<file path="config.mk">
export PLATFORM = sky130hd
export DESIGN_NAME = ex_cond_stage
export DESIGN_NICKNAME = d
export VERILOG_FILES = /design/src/rtl/cond_pkg.sv /design/src/rtl/cond_check.sv /design/src/rtl/ex_cond_stage.sv
export SDC_FILE = /design/constraint.sdc
export NUM_CORES = 1
export LEC_CHECK = 0
export CORE_MARGIN = 2
export CORE_UTILIZATION = 42
export DETAILED_ROUTE_END_ITERATION = 16
export PLACE_DENSITY = 0.82
export SYNTH_ARGS = -nofsm -noshare
export SYNTH_HDL_FRONTEND = slang
export SYNTH_HIERARCHICAL = 1
export SYNTH_SLANG_ARGS = --single-unit
</file>
<file path="constraint.sdc">
create_clock -name clk -period 3.4 [get_ports clk]
set_input_delay 0.68 -clock clk [delete_from_list [all_inputs] [get_ports clk]]
set_output_delay 0.68 -clock clk [all_outputs]
set_load 0.1 [all_outputs]
</file>
<file path="src/rtl/cond_pkg.sv">
// Shared condition-code encodings and flag bit positions
// for the Execute-stage condition/flag logic.
package cond_pkg;

    localparam int FLAG_N = 3;
    localparam int FLAG_Z = 2;
    localparam int FLAG_C = 1;
    localparam int FLAG_V = 0;

    typedef enum logic [3:0] {
        COND_EQ = 4'b0000,
        COND_NE = 4'b0001,
        COND_CS = 4'b0010,
        COND_CC = 4'b0011,
        COND_MI = 4'b0100,
        COND_PL = 4'b0101,
        COND_VS = 4'b0110,
        COND_VC = 4'b0111,
        COND_HI = 4'b1000,
        COND_LS = 4'b1001,
        COND_GE = 4'b1010,
        COND_LT = 4'b1011,
        COND_GT = 4'b1100,
        COND_LE = 4'b1101,
        COND_AL = 4'b1110,
        COND_NV = 4'b1111
    } cond_t;

endpackage

</file>
<file path="src/rtl/cond_check.sv">
// Combinational ARM condition evaluator:
// decides whether Cond passes against Flags {N,Z,C,V}.
module cond_check
    import cond_pkg::*;
(
    input  logic [3:0] Cond,
    input  logic [3:0] Flags,
    output logic       CondEx
);

    logic n, z, c, v, ge;

    assign n  = Flags[FLAG_N];
    assign z  = Flags[FLAG_Z];
    assign c  = Flags[FLAG_C];
    assign v  = Flags[FLAG_V];
    assign ge = (n == v);

    // Decode the condition field; never-condition yields 0
    always_comb begin
        CondEx = 1'b0;
        unique case (cond_t'(Cond))
            COND_EQ: CondEx = z;
            COND_NE: CondEx = ~z;
            COND_CS: CondEx = c;
            COND_CC: CondEx = ~c;
            COND_MI: CondEx = n;
            COND_PL: CondEx = ~n;
            COND_VS: CondEx = v;
            COND_VC: CondEx = ~v;
            COND_HI: CondEx = c & ~z;
            COND_LS: CondEx = ~c | z;
            COND_GE: CondEx = ge;
            COND_LT: CondEx = ~ge;
            COND_GT: CondEx = ~z & ge;
            COND_LE: CondEx = z | ~ge;
            COND_AL: CondEx = 1'b1;
            COND_NV: CondEx = 1'b0;
        endcase
    end

endmodule

</file>
<file path="src/rtl/ex_cond_stage.sv">
// Execute-stage condition unit: architectural flag register,
// condition gating of control, and the E/M pipeline register.
module ex_cond_stage
    import cond_pkg::*;
(
    input  logic        clk,
    input  logic        reset,
    input  logic [3:0]  ALUFlags,
    input  logic [31:0] ALUResultE,
    input  logic [31:0] WriteDataE,
    input  logic [3:0]  WA3E,
    input  logic [3:0]  CondE,
    input  logic [1:0]  FlagWriteE,
    input  logic        PCSrcE,
    input  logic        RegWriteE,
    input  logic        MemWriteE,
    input  logic        MemtoRegE,
    input  logic        BranchE,
    input  logic        StallE,
    input  logic        FlushE,
    output logic        CondExE,
    output logic        BranchTakenE,
    output logic [3:0]  FlagsQ,
    output logic [31:0] ALUResultM,
    output logic [31:0] WriteDataM,
    output logic [3:0]  WA3M,
    output logic        PCSrcM,
    output logic        RegWriteM,
    output logic        MemWriteM,
    output logic        MemtoRegM
);

    logic go;

    cond_check u_cond (
        .Cond   (CondE),
        .Flags  (FlagsQ),
        .CondEx (CondExE)
    );

    assign go           = CondExE & ~FlushE & ~StallE;
    assign BranchTakenE = BranchE & CondExE & ~FlushE;

    // Flag register: each pair updates only when selected and go
    always_ff @(posedge clk) begin
        if (reset) begin
            FlagsQ <= '0;
        end else if (go) begin
            if (FlagWriteE[1]) begin
                FlagsQ[FLAG_N] <= ALUFlags[FLAG_N];
                FlagsQ[FLAG_Z] <= ALUFlags[FLAG_Z];
            end
            if (FlagWriteE[0]) begin
                FlagsQ[FLAG_C] <= ALUFlags[FLAG_C];
                FlagsQ[FLAG_V] <= ALUFlags[FLAG_V];
            end
        end
    end

    // E/M register: reset/flush insert a bubble, stall holds
    always_ff @(posedge clk) begin
        if (reset || FlushE) begin
            ALUResultM <= '0;
            WriteDataM <= '0;
            WA3M       <= '0;
            PCSrcM     <= 1'b0;
            RegWriteM  <= 1'b0;
            MemWriteM  <= 1'b0;
            MemtoRegM  <= 1'b0;
        end else if (!StallE) begin
            ALUResultM <= ALUResultE;
            WriteDataM <= WriteDataE;
            WA3M       <= WA3E;
            PCSrcM     <= PCSrcE & CondExE;
            RegWriteM  <= RegWriteE & CondExE;
            MemWriteM  <= MemWriteE & CondExE;
            MemtoRegM  <= MemtoRegE;
        end
    end

endmodule

</file>
Word level (Yosys, flattened, before mapping) --
Index checks and enable logic that the tools add are counted.
Cells by class: eq/ne operators 16, muxes and demuxes 1, bitwise gates (word level) 18, reductions and logical operators 4
Operators by type and width (count):
- == test 4 bit, second input constant | 8
- == test 4 x 3 -> 1 bit, second input constant | 4
- case mux 1 bit (16 select lines) | 1
- AND 1 bit | 9
- == test 4 x 2 -> 1 bit, second input constant | 2
- inverter 1 bit | 7
- == test 4 x 1 -> 1 bit, second input constant | 1
- logical NOT 4 bit | 1
- AND reduction 2 bit | 2
- bitwise OR 1 bit | 2
- == test 1 bit | 1
- logical OR 1 bit | 1
Storage, ports and cells: register bits 76, output and inout bits 78, logic and storage cells 48

Logic depth before layout (Yosys ltp) --
depth in word-level cells 7, gate-level depth with buffers 8

Cells and area by module --
Netlist, hierarchy kept.
Modules (own cells, without submodules):
- ex_cond_stage | instances 1, cells each 256, area an instance 2849.0 µm²
- cond_check | instances 1, cells each 23, area an instance 155.1 µm²

Worst setup path after synthesis --
No wires, ideal clock.
path type reg-to-output, start register FlagsQ[3], end output port BranchTakenE, arrival time 4.524 ns, required time 2.720 ns, setup slack -1.804 ns, cell stages (with the launch flop) 7, buffers on the path 0, cells stage by stage dfxtp_1 xor2_1 xor2_1 a2111oi_1 a311oi_1 o22ai_1 and3b_1
On the way: cells in the longest elaborated chain, start to end 6, elaborated cells between the ends (all ways) 8, those cells by class 1 x eq/ne; 1 x mux; 6 x bitwise
RTL lines:
- start: declaration | RTL line ex_cond_stage.sv:23 | output logic [3:0] FlagsQ,
- start signal: indexed assignment | RTL line ex_cond_stage.sv:50 | FlagsQ[FLAG_N] <= ALUFlags[FLAG_N];
- start signal: indexed assignment | RTL line ex_cond_stage.sv:51 | FlagsQ[FLAG_Z] <= ALUFlags[FLAG_Z];
- start signal: indexed assignment | RTL line ex_cond_stage.sv:54 | FlagsQ[FLAG_C] <= ALUFlags[FLAG_C];
- == test 1 bit | RTL line cond_check.sv:17 | assign ge = (n == v);
- inverter 1 bit | RTL line cond_check.sv:34, cond_check.sv:36
- bitwise OR 1 bit | RTL line cond_check.sv:36 | COND_LE: CondEx = z | ~ge;
- case mux 1 bit (16 select lines) * | RTL line cond_check.sv:22 | unique case (cond_t'(Cond))
- via CondExE | RTL line ex_cond_stage.sv:21 | output logic CondExE,
- AND 1 bit * (2 in series) | RTL line ex_cond_stage.sv:42 | assign BranchTakenE = BranchE & CondExE & ~FlushE;
- end: declaration | RTL line ex_cond_stage.sv:22 | output logic BranchTakenE,
The timed path passes the listed nets; every way through them passes the cells marked *.

Worst setup path in the final report --
start input port CondE[1], end output port BranchTakenE
On the way: cells in the longest elaborated chain, start to end 4, elaborated cells between the ends (all ways) 19, those cells by class 15 x eq/ne; 1 x mux; 2 x bitwise; 1 x reduce/logical
RTL lines:
- start: declaration | RTL line ex_cond_stage.sv:12 | input logic [3:0] CondE,
- == test 4 bit (tied with other cells) | RTL line cond_check.sv:22
- case mux 1 bit (16 select lines) * | RTL line cond_check.sv:22
- AND 1 bit * (2 in series) | RTL line ex_cond_stage.sv:42
Mark *: on every way between the ends. The rest lies on a longest branch, timed or not.

==> results.sh <==
export IMPL_outcome="finished, final reports clean"
export IMPL_holdWs_ns=0.4663
export IMPL_clkSlewWorstSetupHoldPaths_ns=0.07
export IMPL_grt_pass1_wl_um=11360
export IMPL_yosysUniqueCellTypes=28
export IMPL_async_flop_share_pct=0
export IMPL_worstSetupStartpoint="CondE[1]"
export IMPL_h_tree_depth=3
export IMPL_routed_wl_um=7518
export IMPL_grt_setup_unrepaired="no"
export IMPL_antennaDiodeCount=0
export IMPL_path_max_fanout=8
export IMPL_setup_viol=0
export IMPL_yosys_warnings=6
export IMPL_syn_to_final_growth_pct=61.22
export IMPL_cts_buffers=9
export IMPL_dr_pass1_iters=4
export IMPL_drt_wirelength_per_cell_um=13.95
export IMPL_drc=0
export IMPL_syn_num_nets=366
export IMPL_synthesis_area_um2=3004
export IMPL_rows=30
export IMPL_ioPinCount=165
export IMPL_tns_ns=0
export IMPL_criticalPathCategory="in -> out"
export IMPL_grt_total_usage_pct=18.57
export IMPL_netlist_instances=279
export IMPL_cts_sinks=76
export IMPL_layout_commonest_cell="clkdlybuf4s50_1"
export IMPL_tightest_slew_ns=0.9998
export IMPL_finalCritPeriodShare_pct=97.85
export IMPL_arrival_ns=2.65
export IMPL_via_count=2523
export IMPL_die_h_um=88.58
export IMPL_ys_flop_type="dfxtp_1"
export IMPL_ir_drop_mv=0.2570
export IMPL_fin_skew_ns=0.008413
export IMPL_cts_path_max_buffers=2
export IMPL_hold_class="reg -> reg"
export IMPL_gp_congestion=0.8116
export IMPL_first_iter_violations=45
export IMPL_hold_buffers=0
export IMPL_drive_above_1_share_pct=12.64
export IMPL_drv_slew=0
export IMPL_cp_required_ns=2.72
export IMPL_hold_violations=0
export IMPL_clockRootBuffer="clkbuf_8"
export IMPL_die_area_um2=7846
export IMPL_grt_start_max_net_pins=43
export IMPL_viasPerCell=4.681
export IMPL_leakagePower_nw=2.013
export IMPL_r2r_start="FlagsQ[3]"
export IMPL_dp_hpwl_um=5643
export IMPL_max_cap_violations=0
export IMPL_cp_start_kind="input port"
export IMPL_relSlewSlack_pct=33.14
export IMPL_min_period_ns=3.327
export IMPL_core_um2=6869
export IMPL_cts_tree="built"
export IMPL_portBuffers=164
export IMPL_fmax_ghz=0.3006
export IMPL_synth_edf_count=0
export IMPL_ys_seq_area_share_pct=50.65
export IMPL_first_global_vias=2484
export IMPL_clk_latency_ns=0.32
export IMPL_overflow=0
export IMPL_min_from="RegWriteM"
export IMPL_ys_ff_latch=76
export IMPL_mostFrequentLayoutCells="clkdlybuf4s50_1 (142), mux2i_1 (74), dfxtp_1 (73)"
export IMPL_critPathCaptureType="output pin"
export IMPL_nets=526
export IMPL_antenna_found_initial=0
export IMPL_power_density_nw_per_um2=446.8
export IMPL_fp_dieW_um=88.58
export IMPL_syn_area_per_cell_um2=10.77
export IMPL_start_util_pct=43.73
export IMPL_ant_nets=0
==> cell usage after synthesis, drive strengths merged (2+ instances only) <==
library cell / count / area (µm²)
xor2: 3 / 26.28
a21oi: 6 / 33.78
buf: 18 / 180.2
nor2: 71 / 289.0
nand3b: 3 / 22.52
and4bb: 2 / 25.02
nand2b: 9 / 56.30
dfxtp: 76 / 1521
nand2: 3 / 11.26
mux2i: 74 / 740.7
==> cells by family (layout without fill, tap and decap cells) <==
family | Yosys count | after routing | share of synthesized area (%)
compound gates | 12 | 12 | 2.666
xor+xnor | 4 | 4 | 1.166
buf+inv | 20 | 184 | 6.247
flops | 76 | 76 | 50.65
mux | 74 | 74 | 24.66
simple gates | 93 | 93 | 14.62
==> registers in the layout (all words and copies together), names as in the netlist <==
register	count
MemWriteM	1
PCSrcM	1
MemtoRegM	1
WA3M	4
RegWriteM	1
FlagsQ	4
ALUResultM	32
WriteDataM	32
==> critical path, stage by stage <==
cell,delay [ns]
clkdlybuf4s50_1,0.62
mux2i_1,0.26
xnor2_1,0.09
a311oi_1,0.48
o22ai_4,0.14
and3b_4,0.22
buf_12,0.16
==> layout make-up <==
class / count / area [µm²]
Fill cell: 559 / 2026
Timing Repair Buffer: 168 / 1672
Sequential cell: 76 / 1525
Multi-Input combinational cell: 183 / 1313
Clock buffer: 12 / 165.2
Tap cell: 96 / 120.1
Clock inverter: 3 / 45.04
Inverter: 1 / 3.754
==> per-layer routing <==
layer | vias to the layer above | track usage (%) | wire [µm] | part of all wire (%)
met2 | 107 | 32.81 | 3714 | 49
met1 | 1154 | 20.20 | 2965 | 39
met5 | - | 0 | 0 | 0
li1 | 1247 | - | - | -
met3 | 15 | 5.877 | 671 | 8.9
met4 | 0 | 8.678 | 166 | 2.2
==> power breakdown <==
part | switching, mW | internal [mW]
Clock | 0.309 | 0.396
Sequential | 0.0153 | 0.918
Combinational | 0.326 | 0.199
==> path summary, 6_finish.rpt <==
kind,endpoint,slack [ns],depth (start not counted)
worst min register to register,RegWriteM,0.47,2
worst max register to register,FlagsQ[0],1.13,8
worst min-delay path,RegWriteM,0.47,2
worst max-delay path,BranchTakenE,0.07,7
==> through the flow <==
| step | setup WS (ns) | area (µm²) | power [mW] | instances | util (%) |
|---|---|---|---|---|---|
| after CTS | 0.004742 | 4841 | 2.190 | 539 | 70.47 |
| after detailed placement | 0.008047 | 4631 | 1.481 | 524 | 67.41 |
| final | 0.07301 | 4843 | 2.164 | 539 | 70.51 |
| after floorplan | 0.009556 | 3025 | 1.307 | 279 | - |
| after global placement | 0.1433 | 4631 | 1.474 | 524 | 67.41 |
| after global routing | 0.02365 | 4843 | 2.252 | 539 | 70.51 |
==> what timing repair did <==
action                                  CTS  global route
setup buffers                             0             0
endpoints found under the setup margin    0             2
gates resized for setup                   0             1
(Power assumes the default switching activity.)
